File: config.mk
export PLATFORM = sky130hd
export DESIGN_NAME = alu_chain
export DESIGN_NICKNAME = d
export VERILOG_FILES = /design/src/rtl/sm83_pkg.sv /design/src/rtl/alu_byte.sv /design/src/rtl/alu_chain.sv
export SDC_FILE = /design/constraint.sdc
export NUM_CORES = 1
export LEC_CHECK = 0
export CAP_MARGIN = 20
export CORE_MARGIN = 2
export CORE_UTILIZATION = 30
export DETAILED_ROUTE_END_ITERATION = 10
export SYNTH_ARGS = -nofsm -noshare
export SYNTH_HDL_FRONTEND = slang
export SYNTH_SLANG_ARGS = --single-unit
File: constraint.sdc
create_clock -name clk -period 4.5 [get_ports clk]
set_input_delay 1.35 -clock clk [delete_from_list [all_inputs] [get_ports clk]]
set_output_delay 1.35 -clock clk [all_outputs]
set_load 0.01 [all_outputs]
File: src/rtl/sm83_pkg.sv
// Shared SM83 ALU types.
//   alu_op_t : ALU operation select (base ops plus the 16-bit ADDW / ADDSPE forms)
//   flags_t  : flag nibble {z, n, h, c}
//   is_sub     : true for ops that add the inverted argument and report borrow
//   init_carry : carry into byte 0 for a given op and incoming carry flag
package sm83_pkg;

  typedef enum logic [3:0] {
    OP_ADD,
    OP_ADC,
    OP_SUB,
    OP_SBC,
    OP_CP,
    OP_AND,
    OP_OR,
    OP_XOR,
    OP_ADDW,
    OP_ADDSPE
  } alu_op_t;

  typedef struct packed {
    logic z;
    logic n;
    logic h;
    logic c;
  } flags_t;

  function automatic logic is_sub(input alu_op_t op);
    return (op == OP_SUB) || (op == OP_SBC) || (op == OP_CP);
  endfunction

  function automatic logic init_carry(input alu_op_t op, input logic c);
    case (op)
      OP_ADC:        return c;
      OP_SUB, OP_CP: return 1'b1;
      OP_SBC:        return ~c;
      default:       return 1'b0;
    endcase
  endfunction

endpackage

File: src/rtl/alu_byte.sv
// Combinational 8-bit ALU slice.
//   a, b  : byte operands (b already inverted / extended by the caller)
//   cin   : carry into this byte
//   op    : selects the bitwise function for lres
//   sum   : a + b + cin (low 8 bits)
//   half  : carry out of bit 3
//   cout  : carry out of bit 7
//   lres  : a AND/OR/XOR b
module alu_byte
  import sm83_pkg::*;
(
  input  logic [7:0] a,
  input  logic [7:0] b,
  input  logic       cin,
  input  alu_op_t    op,
  output logic [7:0] sum,
  output logic       half,
  output logic       cout,
  output logic [7:0] lres
);

  logic [8:0] full;
  logic [4:0] nib;

  always_comb begin
    full = {1'b0, a} + {1'b0, b} + {8'b0, cin};
    nib  = {1'b0, a[3:0]} + {1'b0, b[3:0]} + {4'b0, cin};
    sum  = full[7:0];
    cout = full[8];
    half = nib[4];
    case (op)
      OP_OR:   lres = a | b;
      OP_XOR:  lres = a ^ b;
      default: lres = a & b;
    endcase
  end

endmodule

File: src/rtl/alu_chain.sv
// Multi-byte SM83-style ALU that processes one byte per clock, LSB first,
// through a single reused alu_byte slice.
//   clk, rst      : clock, asynchronous active-low reset
//   start         : request, accepted only while idle
//   op, acc_in,
//   arg_in, f_in  : operation, operands and incoming flags (latched on accept)
//   busy          : operation in progress
//   done          : one-cycle completion pulse
//   res, f_out    : result and flags, held until the next accepted start
module alu_chain
  import sm83_pkg::*;
#(
  parameter int unsigned BYTES         = 2,
  parameter bit          HALF_FROM_TOP = 1'b1
) (
  input  logic               clk,
  input  logic               rst,
  input  logic               start,
  input  alu_op_t            op,
  input  logic [8*BYTES-1:0] acc_in,
  input  logic [8*BYTES-1:0] arg_in,
  input  flags_t             f_in,
  output logic               busy,
  output logic               done,
  output logic [8*BYTES-1:0] res,
  output flags_t             f_out
);

  localparam int unsigned W    = 8 * BYTES;
  localparam logic [1:0]  LAST = 2'(BYTES - 1);

  typedef enum logic {IDLE, RUN} state_t;

  state_t         state, state_nx;
  logic [W-1:0]   acc_q, arg_q, work_q, work_nx, arg_eff;
  alu_op_t        op_q;
  flags_t         f_q, flags_nx;
  logic [1:0]     idx;
  logic           carry, h0, c0;
  logic [4:0]     sh;
  logic [7:0]     a_byte, b_byte, sum, lres, byte_res;
  logic           half, cout, last, accept, is_logic, sub;
  logic           h_b0, c_b0, z_res;

  assign accept   = (state == IDLE) && start;
  assign last     = (idx == LAST);
  assign sh       = {idx, 3'b000};
  assign a_byte   = 8'(acc_q >> sh);
  assign b_byte   = 8'(arg_q >> sh);
  assign is_logic = (op_q == OP_AND) || (op_q == OP_OR) || (op_q == OP_XOR);
  assign sub      = is_sub(op_q);
  assign byte_res = is_logic ? lres : sum;

  alu_byte u_byte (
    .a    (a_byte),
    .b    (b_byte),
    .cin  (carry),
    .op   (op_q),
    .sum  (sum),
    .half (half),
    .cout (cout),
    .lres (lres)
  );

  // Argument is pre-conditioned once at accept so the slice only ever adds.
  always_comb begin
    case (op)
      OP_SUB, OP_SBC, OP_CP: arg_eff = ~arg_in;
      OP_ADDSPE:             arg_eff = W'($signed(arg_in[7:0]));
      default:               arg_eff = arg_in;
    endcase
  end

  always_comb begin
    work_nx = (work_q & ~(W'(8'hFF) << sh)) | (W'(byte_res) << sh);
  end

  // Byte-0 H/C come straight from the slice when byte 0 is also the last byte.
  always_comb begin
    h_b0     = (idx == 2'd0) ? half : h0;
    c_b0     = (idx == 2'd0) ? cout : c0;
    z_res    = (work_nx == '0);
    flags_nx = '0;
    case (op_q)
      OP_AND:        flags_nx = '{z: z_res, n: 1'b0, h: 1'b1, c: 1'b0};
      OP_OR, OP_XOR: flags_nx = '{z: z_res, n: 1'b0, h: 1'b0, c: 1'b0};
      OP_ADDW:       flags_nx = '{z: f_q.z, n: 1'b0,
                                  h: HALF_FROM_TOP ? half : h_b0,
                                  c: HALF_FROM_TOP ? cout : c_b0};
      OP_ADDSPE:     flags_nx = '{z: 1'b0, n: 1'b0, h: h_b0, c: c_b0};
      default:       flags_nx = '{z: z_res, n: sub, h: half ^ sub, c: cout ^ sub};
    endcase
  end

  always_ff @(posedge clk or negedge rst) begin
    if (!rst) state <= IDLE;
    else      state <= state_nx;
  end

  always_comb begin
    state_nx = state;
    busy     = 1'b0;
    case (state)
      IDLE: if (start) state_nx = RUN;
      RUN: begin
        busy = 1'b1;
        if (last) state_nx = IDLE;
      end
      default: state_nx = IDLE;
    endcase
  end

  always_ff @(posedge clk or negedge rst) begin
    if (!rst) begin
      acc_q  <= '0;
      arg_q  <= '0;
      work_q <= '0;
      op_q   <= OP_ADD;
      f_q    <= '0;
      idx    <= '0;
      carry  <= 1'b0;
      h0     <= 1'b0;
      c0     <= 1'b0;
      done   <= 1'b0;
      res    <= '0;
      f_out  <= '0;
    end else begin
      done <= 1'b0;
      if (accept) begin
        acc_q  <= acc_in;
        arg_q  <= arg_eff;
        op_q   <= op;
        f_q    <= f_in;
        idx    <= '0;
        carry  <= init_carry(op, f_in.c);
        work_q <= '0;
      end else if (state == RUN) begin
        work_q <= work_nx;
        carry  <= cout;
        if (idx == 2'd0) begin
          h0 <= half;
          c0 <= cout;
        end
        if (last) begin
          done  <= 1'b1;
          res   <= (op_q == OP_CP) ? acc_q : work_nx;
          f_out <= flags_nx;
          idx   <= '0;
        end else begin
          idx <= idx + 2'd1;
        end
      end
    end
  end

endmodule
==> run_results.csv, run 1 <==
group,metric,value,unit
status,status,"finished clean",
pwr,vdd_drop_max,0.392,mV
yosys,yosysWarnings,0,
sta,final_max_slew_viol_count,0,
die,start_util,0.306,
yosys,synthArstFlopShare,1.00,
sta,finalClockSkew,0.00647,ns
critical_path,path_cells,"or2_2 > fa_1 > fa_1 > nand2b_1 > a21oi_1 > nor2_1 > o31ai_1 > mux2i_1 > o211ai_1 > o21a_1",
critical_path,timing.rr.end,"res[4]",
yosys,syn_nets,585,
critical_path,crit_type,"flip-flop to flip-flop",
die,die_w,131,um
worst_hold_path,hold_path.class,"flip-flop to flip-flop",
grt,grtUsageTotal,0.165,
final_layout,fin_cells,800,
final_layout,final_cell_mix,"dfrtp_1 (80), clkdlybuf4s50_1 (61), nand2_1 (53), nor2_1 (51), a21oi_1 (48)",
worst_hold_path,whs_endpoint,"res[6]",
critical_path,cp_max_fo,13,
clocking,clockBufferDepth,2,
yosys,syn_area_per_cell,9.20,um^2
grt,antenna_found_initial,0,
die,die_h,131,um
drt,drt_iter0_drc,265,
critical_path,slowest_delay,0.52,ns
grt,grt_pass1_wl,21.5,mm
pwr,p_leak,0.00253,uW
critical_path,crit_slowest_cell,"dfrtp_1",
job,drv_cap,0,
placement,placed_area,5660,um^2
sta,max_freq,0.280,GHz
grt,grt_pass1_vias,4089,
final_layout,area_growth,23.9,%
critical_path,critical_path_required,4.79,ns
yosys,ys_types,59,
critical_path,reg2regPathDepth,10,
sta,hold_violations,0,
pwr,intPower,2950,uW
drt,dr_total_vias,4043,
yosys,ys_top_cells_by_area,"dfrtp_1 (42%), mux2i_1 (6.6%), mux2_2 (5.4%)",
critical_path,cp_num_buf_inv,0,
pwr,switchingPower,2550,uW
sta,setup_tns,0,ns
clocking,cts_resized,0,
clocking,numCtsBuffers,9,
placement,dp_hpwl,9.65,mm
pwr,switching_share,0.463,
yosys,synth-seq-area-share,0.415,
clocking,cts_root_buf,"clkbuf_16",
drt,final_antenna_net_count,0,
drt,wl,13.1,mm
critical_path,critPathArrivalTime,3.85,ns
drt,drc,0,
sta,slew_headroom,0.410,
drt,avgRoutedWirePerCell,16.4,um
placement,port_buffers,62,
critical_path,crit_top_cell,"fa_1",
sta,fin_crit_sh,0.793,
yosys,synthDominantCellAreaShare,0.415,
yosys,synth-seq-cells,80,
critical_path,worst_setup_path_start_kind,"flip-flop",
yosys,synth_top_cell_by_area,"dfrtp_1",
sta,rsz0062_at_grt,"no",
sta,period_needed,3.57,ns
critical_path,r2r-start,"idx[1]",
clocking,cts_tree,"built",
clocking,clk_pin_slew_worst_paths,0.06,ns
pwr,p_per_area,921,nW/um^2
final_layout,diodes,0,
final_layout,nets,641,
clocking,clock_latency,0.35,ns
critical_path,end_kind,"flip-flop",
clocking,cts_hold_buf,0,
die,rows,46,
pwr,comb_power_share,0.623,
drt,viasPerCell,5.05,
final_layout,final_area,5970,um^2
clocking,post_cts_buffers,0,
clocking,cts_sinks,80,
worst_hold_path,whs_path_depth,2,
yosys,synth-edff-count,0,
clocking,h-tree-depth,3,
pwr,clockPowerShare,0.129,
yosys,synth-main-ff-cell,"dfrtp_1",
die,num_io_pins,65,
yosys,synth_area,4820,um^2
placement,place_inst,784,
grt,grt_start_max_net_pins,81,
critical_path,reg2reg_slack,0.93,ns
worst_hold_path,hold_path.startpoint,"res[6]",
yosys,synthCells,524,
drt,dr.pass1.iters,5,
critical_path,path_delay_family,"compound AO/OA/AOI/OAI gates",
die,fp.dieArea,17100,um^2
sta,finalSetupViolCount,0,
placement,place.gp.congestion,0.881,
final_layout,drive_gt1_frac,0.130,
final_layout,layout_commonest_cell,"dfrtp_1",
grt,grt_overflow,0,
pwr,seq_power_share,0.248,
sta,worst_pin_slew,0.884,ns
die,coreArea,15800,um^2
-- layer usage --
metal | GRT usage | routed length [um] | vias up
met5 | 0 | 0 | -
met3 | 0.0448 | 746 | 14
met4 | 0.0401 | 182 | 0
met1 | 0.233 | 6260 | 1965
met2 | 0.252 | 5890 | 110
li1 | - | - | 1954
-- flip-flops by register name, indices dropped and copies added, names as in the netlist --
signal / cells
work_q: 16
f_out: 4
op_q: 4
acc_q: 16
h0: 1
done: 1
carry: 1
res: 16
state: 1
f_q: 1
c0: 1
idx: 2
arg_q: 16
-- worst reg2reg max path, stage by stage, from the launching register on --
cell      delay [ns]
dfrtp_1         0.52
or2_2           0.39
fa_1            0.42
fa_1            0.41
nand2b_1        0.17
a21oi_1         0.43
nor2_1          0.08
o31ai_1         0.47
mux2i_1         0.24
o211ai_1        0.23
o21a_1          0.14
-- through the flow --
step                utilization  hold WS [ns]  power (uW)  setup slack, ns
finish                    0.379         0.478        5500            0.933
global route              0.379         0.503        6010            0.719
CTS                       0.377         0.484        5520            0.944
detailed placement        0.359         0.469        4800            0.973
global placement          0.359         0.455        4700             1.00
floorplan                     -         0.441        3750            0.940
-- final cells by class --
class,count,area [um^2]
Timing Repair Buffer,73,721
Fill cell,1598,9800
Clock buffer,11,253
Tap cell,216,270
Inverter,21,78.8
Clock inverter,4,28.8
Sequential cell,80,2000
Multi-Input combinational cell,395,2620
-- synth_stat cells (3+ instances only) --
master / number
nor3_1: 4
buf_4: 4
a31oi_1: 6
nor2b_1: 8
or2_2: 14
nand2_1: 53
a22o_1: 13
nor2_1: 53
o21ai_0: 39
and2_1: 4
mux2_2: 23
o211ai_1: 4
clkbuf_1: 16
buf_1: 4
nand2b_1: 8
a21oi_1: 48
buf_2: 3
a211o_1: 3
o21ai_1: 4
o21a_1: 4
ha_1: 16
nand4_1: 3
nand3_1: 5
dfrtp_1: 80
mux2i_1: 32
xnor2_1: 8
a21o_1: 4
inv_1: 20
-- cells by family after synthesis --
| group | synth area share |
|---|---|
| flip-flops | 0.415 |
| buffers and inverters | 0.0436 |
| XOR/XNOR | 0.0182 |
| AND/OR/NAND/NOR | 0.164 |
| AO/OA/AOI/OAI | 0.189 |
| multiplexers | 0.120 |
| adder cells (fa/ha/maj) | 0.0499 |
-- power by group through the flow --
stage	sequential [uW]	combinational [uW]	clock, uW
2_1_floorplan	1280	2470	0
3_3_place_gp	1360	3340	0
3_5_place_dp	1370	3420	0
4_1_cts	1360	3430	722
5_1_grt	1420	3840	755
6_report	1370	3420	709
-- worst max-delay path by stage --
stage          startpoint        to  slack, ns  cells past startpoint
2_1_floorplan      idx[0]  f_out[3]       0.94                     14
6_report           idx[1]    res[4]       0.93                     10
3_5_place_dp       idx[0]  f_out[3]       0.97                     11
4_1_cts            idx[0]    res[4]       0.94                     11
5_1_grt            idx[1]    res[4]       0.72                     10
3_3_place_gp       idx[0]    res[4]       1.00                     11
No activity file was read; power rests on OpenSTA's default activity.
==> inputs of run 2 (changes only) <==
clock period = 3.5 ns   (was 4.5 ns; I/O delays follow)
==> run_results.csv, run 2 (synthesis results as in run 1) <==
group,metric,value,unit
drt,wl,12.9,mm
sta,finalSetupViolCount,0,
grt,grt_pass1_vias,3972,
die,die_h,131,um
die,coreArea,15800,um^2
sta,worst_pin_slew,0.609,ns
final_layout,nets,649,
die,rows,46,
sta,setup_tns,0,ns
placement,port_buffers,62,
grt,grtUsageTotal,0.158,
sta,max_freq,0.305,GHz
die,die_w,131,um
critical_path,cp_max_fo,4,
critical_path,reg2reg_slack,0.22,ns
sta,slew_headroom,0.594,
worst_hold_path,hold_path.startpoint,"res[2]",
worst_hold_path,hold_path.class,"flip-flop to flip-flop",
die,start_util,0.306,
grt,grt_start_max_net_pins,81,
final_layout,drive_gt1_frac,0.148,
grt,grt_pass1_wl,20.9,mm
die,fp.dieArea,17100,um^2
grt,grt_overflow,0,
critical_path,worst_setup_path_start_kind,"flip-flop",
drt,dr_total_vias,4022,
sta,hold_violations,0,
clocking,cts_root_buf,"clkbuf_16",
clocking,cts_hold_buf,0,
die,num_io_pins,65,
critical_path,end_kind,"flip-flop",
placement,placed_area,5720,um^2
worst_hold_path,whs_path_depth,2,
clocking,cts_sinks,80,
critical_path,critPathArrivalTime,3.52,ns
pwr,p_leak,0.00258,uW
drt,dr.pass1.iters,5,
job,drv_cap,0,
sta,final_max_slew_viol_count,0,
final_layout,layout_commonest_cell,"dfrtp_1",
drt,viasPerCell,4.97,
status,status,"finished clean",
placement,place.gp.congestion,0.844,
sta,period_needed,3.28,ns
pwr,vdd_drop_max,0.480,mV
pwr,p_per_area,1200,nW/um^2
final_layout,diodes,0,
worst_hold_path,whs_endpoint,"res[2]",
drt,avgRoutedWirePerCell,15.9,um
critical_path,critical_path_required,3.74,ns
critical_path,timing.rr.end,"f_out[3]",
critical_path,crit_type,"flip-flop to flip-flop",
clocking,clk_pin_slew_worst_paths,0.07,ns
clocking,numCtsBuffers,9,
critical_path,reg2regPathDepth,10,
placement,dp_hpwl,9.67,mm
sta,rsz0062_at_grt,"no",
drt,drc,0,
drt,final_antenna_net_count,0,
grt,antenna_found_initial,0,
sta,fin_crit_sh,0.936,
final_layout,area_growth,25.7,%
clocking,cts_tree,"built",
clocking,clockBufferDepth,2,
sta,finalClockSkew,0.00966,ns
critical_path,r2r-start,"idx[0]",
clocking,post_cts_buffers,0,
clocking,h-tree-depth,3,
drt,drt_iter0_drc,301,
clocking,clock_latency,0.34,ns
final_layout,final_cell_mix,"dfrtp_1 (80), clkdlybuf4s50_1 (61), nand2_1 (53), nor2_1 (51), a21oi_1 (47)",
final_layout,final_area,6050,um^2
-- run 2: layer usage --
metal	wire, um	GRT usage	vias up
met1	6220	0.225	1952
met2	5870	0.246	104
met4	98	0.0338	0
li1	-	-	1960
met5	0	0	-
met3	666	0.0350	6
-- run 2: what timing repair did --
item,in CTS,in global routing
gates resized for setup,0,4
endpoints found under the setup margin,0,2
endpoints found under the hold margin,0,0
-- run 2: metrics by stage --
step	std cells	hold slack [ns]	total power [uW]	setup slack [ns]	utilization
finish	809	0.475	7260	0.222	0.384
detailed placement	792	0.470	6300	0.204	0.363
floorplan	524	0.441	4820	0.126	-
global route	809	0.504	7910	0.0100	0.384
global placement	792	0.463	6200	0.225	0.363
CTS	808	0.484	7250	0.174	0.381
-- run 2: worst max-delay path by stage --
stage | startpoint | endpoint | slack (ns) | depth (start not counted)
3_3_place_gp | idx[0] | f_out[3] | 0.23 | 10
2_1_floorplan | idx[0] | f_out[3] | 0.13 | 14
4_1_cts | idx[0] | f_out[3] | 0.17 | 10
5_1_grt | idx[0] | f_out[3] | 0.01 | 12
6_report | idx[0] | f_out[3] | 0.22 | 10
3_5_place_dp | idx[0] | f_out[3] | 0.20 | 11
-- run 2: report_power, final --
| part | switching [uW] | total, uW | leakage, uW | internal (uW) |
|---|---|---|---|---|
| Combinational | 2520 | 4580 | 0.00147 | 2060 |
| Sequential | 376 | 1750 | 0.000965 | 1370 |
| Clock | 400 | 925 | 0.000147 | 525 |
-- run 2: critical path: stages (launching register included) --
cell      delay, ns
dfrtp_1        0.45
mux2i_1        0.14
or2_2          0.31
fa_1           0.42
fa_1           0.43
nand2b_1       0.20
a21oi_2        0.25
o31ai_2        0.12
mux2i_1        0.34
nand4_1        0.22
o41ai_2        0.31
-- run 2: cell type report --
class / instances / area [um^2]
flip-flops and latches: 80 / 2000
repair buffers: 81 / 785
multi-input cells: 395 / 2630
fillers: 1636 / 9720
inverters: 21 / 78.8
well taps: 216 / 270
clock buffers: 11 / 253
clock inverters: 5 / 36.3
